[src/rtl/axi_reg_slice.sv]
// AXI register slice: five independent channel cells between axis and axim.
// Each cell is a wire, a forward register or a two-entry skid buffer.

module axi_reg_slice_cell #(
  parameter int P_WIDTH = 1,
  parameter int P_MODE  = 1
) (
  input  logic               clk,
  input  logic               rst_n,
  input  logic               src_valid,
  output logic               src_ready,
  input  logic [P_WIDTH-1:0] src_data,
  output logic               snk_valid,
  input  logic               snk_ready,
  output logic [P_WIDTH-1:0] snk_data
);

  if (P_MODE == 0) begin : g_wire
    logic unused;
    assign unused    = &{1'b0, clk, rst_n};
    assign snk_valid = src_valid;
    assign snk_data  = src_data;
    assign src_ready = snk_ready;
  end else if (P_MODE == 2) begin : g_fwd
    logic               vld;
    logic [P_WIDTH-1:0] data_q;
    logic               push;

    assign src_ready = !vld || snk_ready;
    assign push      = src_valid && src_ready;
    assign snk_valid = vld;
    assign snk_data  = data_q;

    // valid flag: set on load, clear on drain
    always_ff @(posedge clk or negedge rst_n) begin
      if (!rst_n)         vld <= 1'b0;
      else if (push)      vld <= 1'b1;
      else if (snk_ready) vld <= 1'b0;
    end

    // payload capture, no reset needed
    always_ff @(posedge clk) begin
      if (push) data_q <= src_data;
    end
  end else if (P_MODE == 1) begin : g_skid
    // bit0 = sink valid, bit1 = full (source ready low)
    typedef enum logic [1:0] {
      EMPTY = 2'b00,
      ONE   = 2'b01,
      FULL  = 2'b11
    } state_e;

    state_e             state;
    state_e             state_nxt;
    logic               push;
    logic               pop;
    logic               main_ld;
    logic               main_sel;
    logic               skid_ld;
    logic [P_WIDTH-1:0] main_q;
    logic [P_WIDTH-1:0] skid_q;

    assign src_ready = ~state[1];
    assign snk_valid = state[0];
    assign snk_data  = main_q;
    assign push      = src_valid & src_ready;
    assign pop       = snk_valid & snk_ready;

    // state register
    always_ff @(posedge clk or negedge rst_n) begin
      if (!rst_n) state <= EMPTY;
      else        state <= state_nxt;
    end

    // next-state logic
    always_comb begin
      state_nxt = state;
      case (state)
        EMPTY: if (push) state_nxt = ONE;
        ONE: begin
          if (push && !pop)      state_nxt = FULL;
          else if (!push && pop) state_nxt = EMPTY;
        end
        FULL:    if (pop) state_nxt = ONE;
        default: state_nxt = EMPTY;
      endcase
    end

    // datapath load strobes decoded from state
    always_comb begin
      main_ld  = 1'b0;
      main_sel = 1'b0;
      skid_ld  = 1'b0;
      case (state)
        EMPTY: main_ld = push;
        ONE: begin
          main_ld = push & pop;
          skid_ld = push & ~pop;
        end
        FULL: begin
          main_ld  = pop;
          main_sel = pop;
        end
        default: ;
      endcase
    end

    // main and skid payload registers, no reset needed
    always_ff @(posedge clk) begin
      if (main_ld) main_q <= main_sel ? skid_q : src_data;
      if (skid_ld) skid_q <= src_data;
    end
  end else begin : g_bad
    $error("axi_reg_slice_cell: P_MODE must be 0, 1 or 2");
    logic unused;
    assign unused    = &{1'b0, clk, rst_n, src_valid, src_data, snk_ready};
    assign snk_valid = 1'b0;
    assign snk_data  = '0;
    assign src_ready = 1'b0;
  end

endmodule

module axi_reg_slice #(
  parameter int P_AXI_IDWIDTH   = 5,
  parameter int P_AXI_AWIDTH    = 32,
  parameter int P_AXI_DWIDTH    = 64,
  parameter int P_AXI_USERWIDTH = 1,
  parameter int P_AW_MODE       = 1,
  parameter int P_W_MODE        = 1,
  parameter int P_B_MODE        = 1,
  parameter int P_AR_MODE       = 1,
  parameter int P_R_MODE        = 1
) (
  input  logic                       clk,
  input  logic                       rst_n,
  input  logic [P_AXI_AWIDTH-1:0]    axis_awaddr,
  input  logic [7:0]                 axis_awlen,
  input  logic [2:0]                 axis_awsize,
  input  logic [1:0]                 axis_awburst,
  input  logic [P_AXI_IDWIDTH-1:0]   axis_awid,
  input  logic                       axis_awlock,
  input  logic [3:0]                 axis_awcache,
  input  logic [2:0]                 axis_awprot,
  input  logic [P_AXI_USERWIDTH-1:0] axis_awuser,
  input  logic                       axis_awvalid,
  output logic                       axis_awready,
  input  logic [P_AXI_IDWIDTH-1:0]   axis_wid,
  input  logic [P_AXI_DWIDTH-1:0]    axis_wdata,
  input  logic [P_AXI_DWIDTH/8-1:0]  axis_wstrb,
  input  logic                       axis_wlast,
  input  logic [P_AXI_USERWIDTH-1:0] axis_wuser,
  input  logic                       axis_wvalid,
  output logic                       axis_wready,
  output logic [P_AXI_IDWIDTH-1:0]   axis_bid,
  output logic [1:0]                 axis_bresp,
  output logic [P_AXI_USERWIDTH-1:0] axis_buser,
  output logic                       axis_bvalid,
  input  logic                       axis_bready,
  input  logic [P_AXI_IDWIDTH-1:0]   axis_arid,
  input  logic [P_AXI_AWIDTH-1:0]    axis_araddr,
  input  logic [7:0]                 axis_arlen,
  input  logic [2:0]                 axis_arsize,
  input  logic [1:0]                 axis_arburst,
  input  logic                       axis_arlock,
  input  logic [3:0]                 axis_arcache,
  input  logic [2:0]                 axis_arprot,
  input  logic [P_AXI_USERWIDTH-1:0] axis_aruser,
  input  logic                       axis_arvalid,
  output logic                       axis_arready,
  output logic [P_AXI_IDWIDTH-1:0]   axis_rid,
  output logic [P_AXI_DWIDTH-1:0]    axis_rdata,
  output logic [1:0]                 axis_rresp,
  output logic                       axis_rlast,
  output logic [P_AXI_USERWIDTH-1:0] axis_ruser,
  output logic                       axis_rvalid,
  input  logic                       axis_rready,
  output logic [P_AXI_AWIDTH-1:0]    axim_awaddr,
  output logic [7:0]                 axim_awlen,
  output logic [2:0]                 axim_awsize,
  output logic [1:0]                 axim_awburst,
  output logic [P_AXI_IDWIDTH-1:0]   axim_awid,
  output logic                       axim_awlock,
  output logic [3:0]                 axim_awcache,
  output logic [2:0]                 axim_awprot,
  output logic [P_AXI_USERWIDTH-1:0] axim_awuser,
  output logic                       axim_awvalid,
  input  logic                       axim_awready,
  output logic [P_AXI_IDWIDTH-1:0]   axim_wid,
  output logic [P_AXI_DWIDTH-1:0]    axim_wdata,
  output logic [P_AXI_DWIDTH/8-1:0]  axim_wstrb,
  output logic                       axim_wlast,
  output logic [P_AXI_USERWIDTH-1:0] axim_wuser,
  output logic                       axim_wvalid,
  input  logic                       axim_wready,
  input  logic [P_AXI_IDWIDTH-1:0]   axim_bid,
  input  logic [1:0]                 axim_bresp,
  input  logic [P_AXI_USERWIDTH-1:0] axim_buser,
  input  logic                       axim_bvalid,
  output logic                       axim_bready,
  output logic [P_AXI_IDWIDTH-1:0]   axim_arid,
  output logic [P_AXI_AWIDTH-1:0]    axim_araddr,
  output logic [7:0]                 axim_arlen,
  output logic [2:0]                 axim_arsize,
  output logic [1:0]                 axim_arburst,
  output logic                       axim_arlock,
  output logic [3:0]                 axim_arcache,
  output logic [2:0]                 axim_arprot,
  output logic [P_AXI_USERWIDTH-1:0] axim_aruser,
  output logic                       axim_arvalid,
  input  logic                       axim_arready,
  input  logic [P_AXI_IDWIDTH-1:0]   axim_rid,
  input  logic [P_AXI_DWIDTH-1:0]    axim_rdata,
  input  logic [1:0]                 axim_rresp,
  input  logic                       axim_rlast,
  input  logic [P_AXI_USERWIDTH-1:0] axim_ruser,
  input  logic                       axim_rvalid,
  output logic                       axim_rready
);

  localparam int IW = P_AXI_IDWIDTH;
  localparam int UW = P_AXI_USERWIDTH;
  localparam int DW = P_AXI_DWIDTH;
  localparam int AXW = P_AXI_AWIDTH + 8 + 3 + 2 + IW + 1 + 4 + 3 + UW;
  localparam int WW = IW + DW + DW / 8 + 1 + UW;
  localparam int BW = IW + 2 + UW;
  localparam int RW = IW + DW + 2 + 1 + UW;

  logic [AXW-1:0] aw_src, aw_snk, ar_src, ar_snk;
  logic [WW-1:0]  w_src, w_snk;
  logic [BW-1:0]  b_src, b_snk;
  logic [RW-1:0]  r_src, r_snk;

  assign aw_src = {axis_awaddr, axis_awlen, axis_awsize, axis_awburst,
                   axis_awid, axis_awlock, axis_awcache, axis_awprot,
                   axis_awuser};
  assign {axim_awaddr, axim_awlen, axim_awsize, axim_awburst,
          axim_awid, axim_awlock, axim_awcache, axim_awprot,
          axim_awuser} = aw_snk;

  assign w_src = {axis_wid, axis_wdata, axis_wstrb, axis_wlast, axis_wuser};
  assign {axim_wid, axim_wdata, axim_wstrb, axim_wlast, axim_wuser} = w_snk;

  assign b_src = {axim_bid, axim_bresp, axim_buser};
  assign {axis_bid, axis_bresp, axis_buser} = b_snk;

  assign ar_src = {axis_araddr, axis_arlen, axis_arsize, axis_arburst,
                   axis_arid, axis_arlock, axis_arcache, axis_arprot,
                   axis_aruser};
  assign {axim_araddr, axim_arlen, axim_arsize, axim_arburst,
          axim_arid, axim_arlock, axim_arcache, axim_arprot,
          axim_aruser} = ar_snk;

  assign r_src = {axim_rid, axim_rdata, axim_rresp, axim_rlast, axim_ruser};
  assign {axis_rid, axis_rdata, axis_rresp, axis_rlast, axis_ruser} = r_snk;

  axi_reg_slice_cell #(.P_WIDTH(AXW), .P_MODE(P_AW_MODE)) u_aw (
    .clk(clk), .rst_n(rst_n),
    .src_valid(axis_awvalid), .src_ready(axis_awready), .src_data(aw_src),
    .snk_valid(axim_awvalid), .snk_ready(axim_awready), .snk_data(aw_snk)
  );

  axi_reg_slice_cell #(.P_WIDTH(WW), .P_MODE(P_W_MODE)) u_w (
    .clk(clk), .rst_n(rst_n),
    .src_valid(axis_wvalid), .src_ready(axis_wready), .src_data(w_src),
    .snk_valid(axim_wvalid), .snk_ready(axim_wready), .snk_data(w_snk)
  );

  axi_reg_slice_cell #(.P_WIDTH(BW), .P_MODE(P_B_MODE)) u_b (
    .clk(clk), .rst_n(rst_n),
    .src_valid(axim_bvalid), .src_ready(axim_bready), .src_data(b_src),
    .snk_valid(axis_bvalid), .snk_ready(axis_bready), .snk_data(b_snk)
  );

  axi_reg_slice_cell #(.P_WIDTH(AXW), .P_MODE(P_AR_MODE)) u_ar (
    .clk(clk), .rst_n(rst_n),
    .src_valid(axis_arvalid), .src_ready(axis_arready), .src_data(ar_src),
    .snk_valid(axim_arvalid), .snk_ready(axim_arready), .snk_data(ar_snk)
  );

  axi_reg_slice_cell #(.P_WIDTH(RW), .P_MODE(P_R_MODE)) u_r (
    .clk(clk), .rst_n(rst_n),
    .src_valid(axim_rvalid), .src_ready(axim_rready), .src_data(r_src),
    .snk_valid(axis_rvalid), .snk_ready(axis_rready), .snk_data(r_snk)
  );

endmodule

[config.mk]
export PLATFORM = sky130hd
export DESIGN_NAME = axi_reg_slice
export DESIGN_NICKNAME = d
export VERILOG_FILES = /design/src/rtl/axi_reg_slice.sv
export SDC_FILE = /design/constraint.sdc
export NUM_CORES = 1
export LEC_CHECK = 0
export CAP_MARGIN = 10
export CORE_ASPECT_RATIO = 2
export CORE_MARGIN = 8
export CORE_UTILIZATION = 48
export DETAILED_ROUTE_END_ITERATION = 10
export HOLD_SLACK_MARGIN = 0.06
export PLACE_DENSITY = 0.82
export RECOVER_POWER = 100
export SLEW_MARGIN = 0
export SYNTH_ARGS = -nofsm -noshare
export SYNTH_HDL_FRONTEND = slang
export SYNTH_SLANG_ARGS = --single-unit
[constraint.sdc]
create_clock -name clk -period 7.26 [get_ports clk]
set_clock_uncertainty 0.15 [all_clocks]
set_input_delay 1.089 -clock clk [delete_from_list [all_inputs] [get_ports clk]]
set_output_delay 1.089 -clock clk [all_outputs]
set_load 0.05 [all_outputs]
### Yosys cells after proc, flatten, opt, wreduce, memory -nomap -nowiden

Index checks and enable logic that the tools add are counted.

| word-level totals | value |
|---|---|
| flip-flop bits (word level) | 566 |
| latch bits | 0 |
| RAM bits | 0 |
| ROM bits | 0 |
| input bits | 290 |
| output and inout port bits | 288 |
| logic and storage cells | 145 |
| memories kept | 0 |

| cells by class | value |
|---|---|
| add/sub/neg operators | 0 |
| $mul | 0 |
| divide/modulo/power cells | 0 |
| $lt $le $gt $ge | 0 |
| eq/ne operators | 25 |
| shift-type cells | 0 |
| multiplexer cells | 45 |
| bitwise operators | 30 |
| reduce and logical (&&, ||, !) cells | 30 |

Operators by type and width:

| cell | count |
|---|---|
| two-way mux 59 bit | 2 |
| two-way mux 79 bit | 1 |
| two-way mux 73 bit | 1 |
| two-way mux 2 bit | 20 |
| one-hot mux 2 bit (3 select lines) | 5 |
| AND 1 bit | 20 |
| inequality test 2 x 1 -> 1 bit, second input constant | 10 |
| inequality test 3 x 1 -> 1 bit, second input constant | 5 |
| one-hot mux 1 bit (3 select lines) | 5 |
| AND reduction 3 bit | 5 |
| == test 2 x 1 -> 1 bit, second input constant | 5 |
| == test 2 bit, second input constant | 5 |
| logical AND 1 bit | 10 |
| logical NOT 1 bit | 10 |
| logical NOT 2 bit | 5 |
| two-way mux 1 bit | 10 |
| NOT 1 bit | 10 |
| two-way mux 8 bit | 1 |

### Depth between registers and ports, before layout

Gate-level depths: netlist (run 1).

| depth | value |
|---|---|
| depth in word-level cells | 7 |
| gate-level depth with buffers | 5 |
| gate-level depth less buffers | 5 |

### Modules after synthesis

A second synthesis (run 1) with hierarchy kept.

| second synthesis, totals | value |
|---|---|
| cell total of the unflattened synthesis | 1015 |
| area, all modules | 22582.9 um2 |

By module, submodules not included:

| module | times used | cells each | area an instance (um2) | seq. area each (um2) |
|---|---|---|---|---|
| axi_reg_slice_cell at u_ar ... | 2 | 214 | 4768.3 | 3593.4 |
| axi_reg_slice_cell at u_w | 1 | 276 | 6371.1 | 4794.6 |
| axi_reg_slice_cell at u_r | 1 | 258 | 5844.4 | 4434.3 |
| axi_reg_slice_cell at u_b | 1 | 53 | 830.8 | 530.5 |

### Worst setup path after synthesis (run 1)

No wires, ideal clock.

| timing path | value |
|---|---|
| kind | input-to-reg |
| from | in axim_wready |
| to | reg u_w.g_skid.main_q[0], in the netlist u_w.snk_data[0] (enable) |
| library setup time | 542 ps |
| arrival time | 5357 ps |
| required time | 6568 ps |
| path slack | 1211 ps |
| stages on the path | 3 |
| path buffers | 1 |
| path through | nand3_2 -> buf_6 -> a21oi_1 |

| on the way | value |
|---|---|
| cells in the longest elaborated chain, start to end | 3 |

Ends and longest elaborated chain:

| element | line | text |
|---|---|---|
| from (decl) | 195 | `input logic axim_wready,` |
| AND 1 bit (*) | 67 | `assign pop = snk_valid & snk_ready;` |
| AND 1 bit | 97 | `main_ld = push & pop;` |
| one-hot mux 1 bit (3 select lines) (*) | 94 | `case (state)` |
| via u_w.g_skid.main_ld | 57 | `logic main_ld;` |
| to (signal assigned) | 110 | `if (main_ld) main_q <= main_sel ? skid_q : src_data;` |
| to (decl) | 60 | `logic [P_WIDTH-1:0] main_q;` |

Mark *: on every way through the listed nets, which the timed path passes. The rest lies on a longest branch.
A chain may end at the register's enable or synchronous reset.

### Final worst setup path (run 1)

| timing path | value |
|---|---|
| from | in axis_rready |
| to | reg u_r.g_skid.main_q[50], in the netlist u_r.snk_data[50] (enable) |

| on the way | value |
|---|---|
| cells in the longest elaborated chain, start to end | 3 |

Ends and longest elaborated chain:

| element | line | text |
|---|---|---|
| from (decl) | 177 | `input logic axis_rready,` |
| AND 1 bit (*) | 67 |  |
| AND 1 bit | 97 |  |
| one-hot mux 1 bit (3 select lines) (*) | 94 |  |
| via u_r.g_skid.main_ld | 57 |  |
| to (signal assigned) | 110 |  |
| to (decl) | 60 |  |

Marks and branches as above.

==> results of run 1 <==
path summary, 6_finish.rpt:
kind	endpoint	depth (start not counted)	start	slack [ps]
worst max-delay path	u_r.snk_data[50]	5	axis_rready	2120
worst min-delay path	u_ar.snk_data[50]	1	u_ar.g_skid.skid_q[50]	380
worst max register to register	u_r.snk_data[50]	5	u_r.g_skid.state[0]	2390
worst min register to register	u_ar.snk_data[50]	1	u_ar.g_skid.skid_q[50]	380
max in group asynchronous	u_aw.g_skid.state[1]	1	rst_n	5640
min in group asynchronous	u_ar.g_skid.state[1]	1	rst_n	870
through the flow:
| stage | instance area [sq um] | setup WS, ps |
|---|---|---|
| after global routing | 29100 | 1860 |
| after floorplan | 21200 | 1210 |
| after CTS | 29200 | 3800 |
| after global placement | 27600 | 3280 |
| final | 29100 | 2120 |
| after detailed placement | 27600 | 3210 |
area by class of cell:
| class | instances | share of cell area [%] |
|---|---|---|
| clock inverters | 29 | 1.09 |
| well taps | 555 | 2.38 |
| clock buffers | 54 | 4.27 |
| flip-flops and latches | 566 | 58.2 |
| diodes | 21 | 0.180 |
| repair buffers | 589 | 20.1 |
| multi-input cells | 381 | 13.6 |
| inverters | 20 | 0.262 |
cell families after synthesis:
group,count (synthesis)
fa+ha+maj,23
compound gates,35
flops,566
xor+xnor,5
simple gates,35
mux,283
buf+inv,48
power by group through the flow:
stage                     Combinational [mW]  Clock, mW  Sequential (mW)
after floorplan                        0.839          0             6.31
after global placement                  3.62          0             4.84
after detailed placement                3.65          0             4.87
after CTS                               3.67       2.67             4.81
after global routing                    3.59       2.77             4.88
final                                   3.43       2.61             4.81
flip-flops by register name, indices dropped and copies added (netlist names), 8 cells and up:
| register | cells |
|---|---|
| u_ar.g_skid.skid_q | 59 |
| u_ar.snk_data | 59 |
| u_aw.g_skid.skid_q | 59 |
| u_aw.snk_data | 59 |
| u_b.g_skid.skid_q | 8 |
| u_b.snk_data | 8 |
| u_r.g_skid.skid_q | 73 |
| u_r.snk_data | 73 |
| u_w.g_skid.skid_q | 79 |
| u_w.snk_data | 79 |
metal layers:
layer | part of all wire, % | global-route usage (%)
met3 | 14 | 11.5
met1 | 36 | 24.3
met4 | 2.9 | 7.10
met2 | 46 | 33.9
met5 | 0.30 | 0
cells in the final DEF (no fill, tap or decap):
cell type,Yosys,final
mux2_2,280,266
dlygate4sd3_1,0,574
clkinvlp_2,0,1
a21oi_4,0,2
inv_6,0,4
clkinv_1,0,6
nor2b_1,5,5
o21ai_0,5,5
a21oi_1,15,13
ha_1,23,23
xnor2_1,5,5
inv_1,20,18
clkdlybuf4s50_1,0,3
bufinv_16,0,5
nand2_1,10,10
clkbuf_1,0,11
nand3_4,0,2
a22oi_1,0,5
buf_4,0,6
clkinvlp_4,0,4
a31oi_1,5,5
and3_1,5,5
mux2_1,3,17
nand3_1,9,8
a21boi_0,0,5
clkinv_8,0,2
dfrtp_1,10,10
inv_8,0,1
clkinv_2,0,8
diode_2,0,21
clkbuf_16,0,49
edfxtp_1,556,556
nand2b_1,5,5
==> metrics.txt, run 1 <==
number of synthesized flops with an enable pin 556; cell internal pwr 6.95 mW; Inserted Clock Buffers 47; wire length per cell 25.8 um; Core Region 43900 sq um; width of the die 165 um; parity-gate share of the synthesized area counting xor and xnor cells 0.207%; fill count 2868; average vias per placed instance 5.27; number of global-route vias before repair 12417; initial antenna violation count 52; Die H 313 um; count leader, synth edfxtp_1; synthesized instance count 995; netlist area before placement 21200 sq um; H-tree depth reported by CTS 2; arrival time of the worst setup path 5140 ps; proportion of power drawn by the clock network 24.0%; largest family of logic cells by synthesized area multiplexers; count of port buffers added during placement 577; Synth Warn # 0; highest net fanout along the worst path 74; Distinct cells, synth 20; maximum buffer depth of the clock tree 3; fin. max-slew vios 398; post-CTS clock slew at the launch and capture registers of the worst setup and hold paths 70 ps; number of buffers added to fix hold violations after cts 0; overall routed net length 57100 um; global route overflow 0; setup-violating endpoint count in the final report 0; type of the worst setup path primary input to register; Buf+Inv Stages, Crit Path 3; Slew @ Worst Pin 4140 ps; worst hold margin 384 ps; required time at the endpoint of the critical path 7260 ps; total leakage power 10.1 nW; cell type of the slowest stage on the worst timing path clkbuf_1; time the worst path needs with I/O delays and setup 5140 ps; clock root buffer clkbuf_16; compound-gate portion of the synthesized area 1.09%; iteration-0 DRC count of the detailed router 810; most frequent cells after synthesis edfxtp_1 (556), mux2_2 (280), ha_1 (23); share of final-layout standard cells stronger than drive strength 1 21.4%; total via count in the routed design 11673; unrepaired setup endpoints after global routing no; Cell Count Post-Placement 2111; part of the Yosys area used for sequential elements 80.0%; CP Cell Sequence clkdlybuf4s50_1 -> nand3_4 -> clkbuf_1 -> a21oi_4 -> buf_4; clock tree from TritonCTS done; Synth Area in Simple Gates 0.880%; switching power 3.90 mW; synthesis-stage register bit count 566; cell type with the highest aggregate area in the netlist edfxtp_1; crit start category primary input; placer's final routability congestion estimate 0.808; sinks on the clock net 566; flip-flop cell with the highest count after synthesis edfxtp_1; TNS Setup 0 ps; number of nets in the final layout 1918; Synthesized Nets 1308; biggest area contributors in the synthesized netlist edfxtp_1 (79%), mux2_2 (15%), ha_1 (1.4%), dfrtp_1 (1.2%), buf_6 (0.74%); maximum operating frequency 194 MHz; kind of end point of the critical path register; maximum single-stage delay on the critical path 2870 ps; FFs w/ async S/R, synth 1.77%; mean instance size in the synthesized netlist 21.3 sq um; family with the most delay on the worst path buffers and inverters; Initial Utilization 48.2%; Post-DRT Antenna Nets 0; number of optimization iterations in the first detailed-route pass 5; IO Count 578; area taken by flip-flops and latches 16900 sq um; failing checks capacitance limit, slew limit; result of the run finished with violations; Tightest Hold Check Type register to register; fraction of power consumed by sequential logic 44.4%; Final Core Density 66.3%; Resized cells post-CTS 0; site row count 109; total setup buffers inserted after CTS 0; Logic pwr share 31.6%; maximum number of pins on one net before global-route repair 75; wire length of the first global-routing pass 81700 um; post-DP HPWL 41700 um; die outline area 51500 sq um; worst ir drop on vdd 0.259 mV; adder and majority gate portion of the synthesized area 1.36%; Final Hold Vio Count 0; share of synthesized area spent on multiplexers 15.0%; fraction of post-synthesis cell area in the top cell type by area 78.8%; Max-slew headroom -176%; worst skew pair latency 560 ps; number of maximum-capacitance violations 7; power density over the cells 372 nW/um^2; period utilization 70.8%; area of the multi-input gates 3950 sq um; number of DRC violations after detailed routing 0; gr usage total 21.4%; overall power 10.8 mW; Post-Layout Cell Count 2215; Area growth, synth to finish 37.5%; switch share 35.9%
Power figures use the tool's default switching activity.
==> inputs of run 2 (changes only) <==
clock period = 5.2 ns   (was 7.26 ns; I/O delays follow)
==> metrics.txt, run 2 (synthesized netlist as in run 1, its figures left out) <==
result of the run finished with violations; failing checks capacitance limit, slew limit; time the worst path needs with I/O delays and setup 3860 ps; launch instance of the worst min-delay path u_w.g_skid.skid_q[24]; crit start category primary input; TNS Setup 0 ps (unchanged); Buf+Inv Stages, Crit Path 2 (-1); initial antenna violation count 43 (-17%); number of maximum-capacitance violations 10 (+3); commonest cells after routing, fill and taps aside dlygate4sd3_1 (572), edfxtp_1 (556), mux2_2 (271), clkbuf_16 (48), ha_1 (23); Tightest Hold Check Type register to register; Worst Hold Depth 1 (unchanged); Area growth, synth to finish 37.9%; Die H 313 um (unchanged); kind of end point of the critical path register; Inserted Clock Buffers 48 (+2.1%); site row count 109 (unchanged); Worst R2R Path Depth 4 (-1); number of buffers added to fix hold violations after cts 0 (unchanged); die outline area 51500 sq um (unchanged); family with the most delay on the worst path buffers and inverters; maximum single-stage delay on the critical path 1390 ps (-1480 ps); fin. max-slew vios 574 (+44%); Crit path depth 4 (-1); maximum buffer depth of the clock tree 3 (unchanged); wire length per cell 25.5 um (-1.2%); setup-violating endpoint count in the final report 0 (unchanged); worst reg2reg path endpoint u_r.snk_data[68]; arrival time of the worst setup path 3870 ps (-1270 ps); type of the worst setup path primary input to register; total leakage power 10.1 nW (+0.45%); unrepaired setup endpoints after global routing no; most common cell after layout, fill and taps aside dlygate4sd3_1; share of final-layout standard cells stronger than drive strength 1 21.9% (+0.58 points); Max-slew headroom -38.0% (+140 points); global route overflow 0 (unchanged); number of global-route vias before repair 12359 (-0.47%); total via count in the routed design 11764 (+0.78%); sinks on the clock net 566 (unchanged); period utilization 74.3%; overall routed net length 56800 um (-0.64%); power density over the cells 521 nW/um^2 (+40%); IO Count 578 (unchanged); clock tree from TritonCTS done; worst skew pair latency 560 ps (about the same); wire length of the first global-routing pass 80400 um (-1.6%); clock root buffer clkbuf_16; maximum number of pins on one net before global-route repair 80 (+6.7%); Initial Utilization 48.2% (unchanged); r2r setup slk 1380 ps (-1010 ps); average vias per placed instance 5.28 (+0.24%); worst ir drop on vdd 0.508 mV (+96%); highest net fanout along the worst path 73 (-1.4%); number of DRC violations after detailed routing 0 (unchanged); Slew @ Worst Pin 2070 ps (-2070 ps); overall power 15.2 mW (+40%); Final Hold Vio Count 0 (unchanged); post-DP HPWL 41100 um (-1.6%); area taken by flip-flops and latches 16900 sq um (unchanged); cell type of the slowest stage on the worst timing path clkbuf_2; fill count 2847 (-0.73%); total setup buffers inserted after CTS 0 (unchanged); required time at the endpoint of the critical path 5210 ps (-2050 ps); count of port buffers added during placement 577 (unchanged); gr usage total 21.1% (-0.37 points); worst hold margin 379 ps (-4.73 ps); H-tree depth reported by CTS 2 (unchanged); CP Cell Sequence clkdlybuf4s50_1 -> nand3_1 -> a21oi_4 -> clkbuf_2; area of the multi-input gates 3960 sq um (+0.25%); number of optimization iterations in the first detailed-route pass 5 (unchanged); width of the die 165 um (unchanged); Core Region 43900 sq um (unchanged); endpoint of the worst hold-timing path u_w.snk_data[24]; placer's final routability congestion estimate 0.793 (-1.8%); number of nets in the final layout 1921 (+0.16%); Post-DRT Antenna Nets 0 (unchanged); maximum operating frequency 259 MHz; Resized cells post-CTS 0 (unchanged); Critical R2R Launch u_r.g_skid.state[0]; post-CTS clock slew at the launch and capture registers of the worst setup and hold paths 70 ps (about the same); iteration-0 DRC count of the detailed router 762 (-5.9%)
[run 2: where the power goes]
group          internal, mW  total [mW]  switching (mW)
clock network          2.07        3.69            1.62
registers              6.40        6.73           0.331
logic                  1.31        4.79            3.47
total                  9.78        15.2            5.42
[run 2: worst max path at each step]
stage                               startpoint               endpoint  slack, ps
final                              axis_rready       u_r.snk_data[68]       1340
after global routing               axim_wready  u_w.g_skid.skid_q[61]       1110
after CTS                  u_b.g_skid.state[1]            axim_bready       2190
after detailed placement           axis_wvalid       u_w.snk_data[62]       1890
after global placement             axis_wvalid       u_w.snk_data[14]       2010
after floorplan           u_aw.g_skid.state[0]       u_aw.snk_data[0]        330
[run 2: area by class of cell]
cell class / instances / share of cell area, %
antenna: 26 / 0.223
clock buffer: 61 / 4.38
clock inverter: 27 / 1.16
inverter: 20 / 0.261
multi-input combinational: 381 / 13.6
sequential: 566 / 58.0
tap: 555 / 2.38
timing repair buffer: 591 / 20.0
[run 2: routing by layer]
layer  part of all wire (%)  track usage [%]  vias up
li1                       -                -     5194
met1                     36             24.2     5734
met2                     46             32.9      702
met3                     15             11.8      110
met4                    2.8             6.56       24
met5                   0.27                0        -
[run 2: per-stage QoR]
step	instances	util [%]	worst slack [ps]	area, sq um
6_report	2227	66.5	1340	29200
4_1_cts	2201	66.6	2190	29200
5_1_grt	2221	66.5	1110	29200
3_3_place_gp	2113	62.9	2010	27600
2_1_floorplan	995	-	330	21200
3_5_place_dp	2113	62.9	1890	27600
[run 2: worst reg2reg max path: stages (launching register included)]
cell,delay (ps)
dfrtp_1,470
ha_1,230
nand3_1,740
a21oi_4,370
clkbuf_2,1390
==> inputs of run 3 (changes only) <==
clock period = 3.7 ns   (was 5.2 ns; I/O delays follow)
==> metrics.txt, run 3 (synthesized netlist as in run 1, its figures left out) <==
number of buffers added to fix hold violations after cts 0 (unchanged); crit start category register; placer's final routability congestion estimate 0.780 (-1.7%); number of maximum-capacitance violations 5 (-5); maximum operating frequency 318 MHz; overall power 21.2 mW (+39%); kind of end point of the critical path register; worst reg2reg path endpoint u_w.snk_data[48]; worst ir drop on vdd 0.527 mV (+3.7%); type of the worst setup path register to register; Tightest Hold Check Type primary input to async pin; average vias per placed instance 5.25 (-0.59%); clock tree from TritonCTS done; time the worst path needs with I/O delays and setup 3150 ps; die outline area 51500 sq um (unchanged); most common cell after layout, fill and taps aside dlygate4sd3_1; post-CTS clock slew at the launch and capture registers of the worst setup and hold paths 70 ps (about the same); r2r setup slk 550 ps (-830 ps); total leakage power 10.1 nW (-0.32%); Final Hold Vio Count 0 (unchanged); fill count 2865 (+0.63%); width of the die 165 um (unchanged); sinks on the clock net 566 (unchanged); arrival time of the worst setup path 3290 ps (-580 ps); worst skew pair latency 550 ps (about the same); setup-violating endpoint count in the final report 0 (unchanged); cell type of the slowest stage on the worst timing path clkbuf_2; endpoint of the most critical setup path u_w.snk_data[48]; Inserted Clock Buffers 48 (unchanged); maximum number of pins on one net before global-route repair 80 (unchanged); iteration-0 DRC count of the detailed router 728 (-4.5%); Max-slew headroom -22.0% (+16 points); maximum buffer depth of the clock tree 3 (unchanged); fin. max-slew vios 296 (-48%); number of nets in the final layout 1923 (+0.10%); Resized cells post-CTS 0 (unchanged); IO Count 578 (unchanged); site row count 109 (unchanged); Area growth, synth to finish 37.6%; gr usage total 21.1% (+0.048 points); Post-DRT Antenna Nets 0 (unchanged); share of final-layout standard cells stronger than drive strength 1 21.7% (-0.26 points); post-DP HPWL 40700 um (-0.97%); initial antenna violation count 40 (-7.0%); Cell Count Post-Placement 2115 (+0.095%); Worst R2R Path Depth 4 (unchanged); wire length per cell 25.2 um (-1.2%); period utilization 85.1%; Critical R2R Launch u_w.g_skid.state[0]; Critical Path Source u_w.g_skid.state[0]; Core Region 43900 sq um (unchanged); number of optimization iterations in the first detailed-route pass 5 (unchanged); overall routed net length 55900 um (-1.6%); H-tree depth reported by CTS 2 (unchanged); number of global-route vias before repair 12519 (+1.3%); wire length of the first global-routing pass 80700 um (+0.38%); TNS Setup 0 ps (unchanged); CP Cell Sequence ha_1 -> nand3_4 -> clkbuf_2 -> mux2_2; Initial Utilization 48.2% (unchanged); failing checks capacitance limit, slew limit; result of the run finished with violations; power density over the cells 727 nW/um^2 (+40%); number of DRC violations after detailed routing 0 (unchanged); unrepaired setup endpoints after global routing no; Slew @ Worst Pin 1830 ps (-240 ps); Die H 313 um (unchanged); Post-Layout Cell Count 2219 (-0.36%); commonest cells after routing, fill and taps aside dlygate4sd3_1 (567), edfxtp_1 (556), mux2_2 (273), clkbuf_16 (49), ha_1 (23); count of port buffers added during placement 577 (unchanged); global route overflow 0 (unchanged); worst hold margin 276 ps (-104 ps); maximum single-stage delay on the critical path 1120 ps (-270 ps); clock root buffer clkbuf_16; highest net fanout along the worst path 53 (-27%); total via count in the routed design 11653 (-0.94%); total setup buffers inserted after CTS 0 (unchanged); required time at the endpoint of the critical path 3840 ps (-1370 ps)
==> run 3: changes by cell type in the layout (fill, tap and decap cells not counted), moves of 3 or more <==
cell             before  now
clkbuf_8              3    0
clkinv_8              3    0
clkdlybuf4s50_1       5   10
inv_6                 4    1
clkinv_2              8    5
clkinv_1              3   11
dlygate4sd3_1       572  567
clkbuf_1             15   12
diode_2              26   21
==> run 3: final cells by class <==
type | instances | area [sq um] | area share, %
flip-flops and latches | 566 | 16900 | 58.1
repair buffers | 593 | 5870 | 20.1
multi-input cells | 381 | 3960 | 13.6
clock buffers | 57 | 1260 | 4.31
well taps | 555 | 694 | 2.38
clock inverters | 26 | 287 | 0.983
inverters | 20 | 76.3 | 0.262
diodes | 21 | 52.6 | 0.180
==> run 3: through the flow <==
| stage | util (%) | setup WS, ps | instance area [sq um] |
|---|---|---|---|
| finish | 66.4 | 552 | 29100 |
| global route | 66.3 | 388 | 29100 |
| CTS | 66.7 | 777 | 29300 |
| detailed placement | 63.2 | 983 | 27800 |
| global placement | 63.2 | 1000 | 27800 |
| floorplan | - | 26.3 | 21200 |
==> run 3: per-layer routing <==
layer	vias up	GRT usage, %	part of all wire (%)
met5	-	0	0.21
met4	20	7.28	2.9
met3	116	11.7	15
met2	657	33.5	46
met1	5689	23.5	35
li1	5171	-	-
==> run 3: worst max-delay path: cells and delay by family, from the launching register on <==
kind,cells,cell delay (ps)
adder cells (fa/ha/maj),1,300
buffers and inverters,1,1120
flip-flops,1,490
AND/OR/NAND/NOR,1,360
multiplexers,1,440
==> run 3: worst min path at each step <==
| stage | from | to | slack (ps) | cells after the start |
|---|---|---|---|---|
| global route | rst_n | u_aw.g_skid.state[1] | 310 | 1 |
| detailed placement | u_r.g_skid.skid_q[19] | u_r.snk_data[19] | 380 | 1 |
| CTS | rst_n | u_r.g_skid.state[0] | 220 | 1 |
| floorplan | rst_n | u_ar.g_skid.state[0] | 110 | 0 |
| finish | rst_n | u_ar.g_skid.state[0] | 280 | 1 |
| global placement | u_w.g_skid.skid_q[69] | u_w.snk_data[69] | 380 | 1 |
==> run 3: power breakdown <==
group / internal, mW / total (mW) / switching, mW
sequential: 8.96 / 9.41 / 0.450
clock: 2.84 / 5.05 / 2.21
combinational: 1.86 / 6.72 / 4.86
total: 13.7 / 21.2 / 7.52
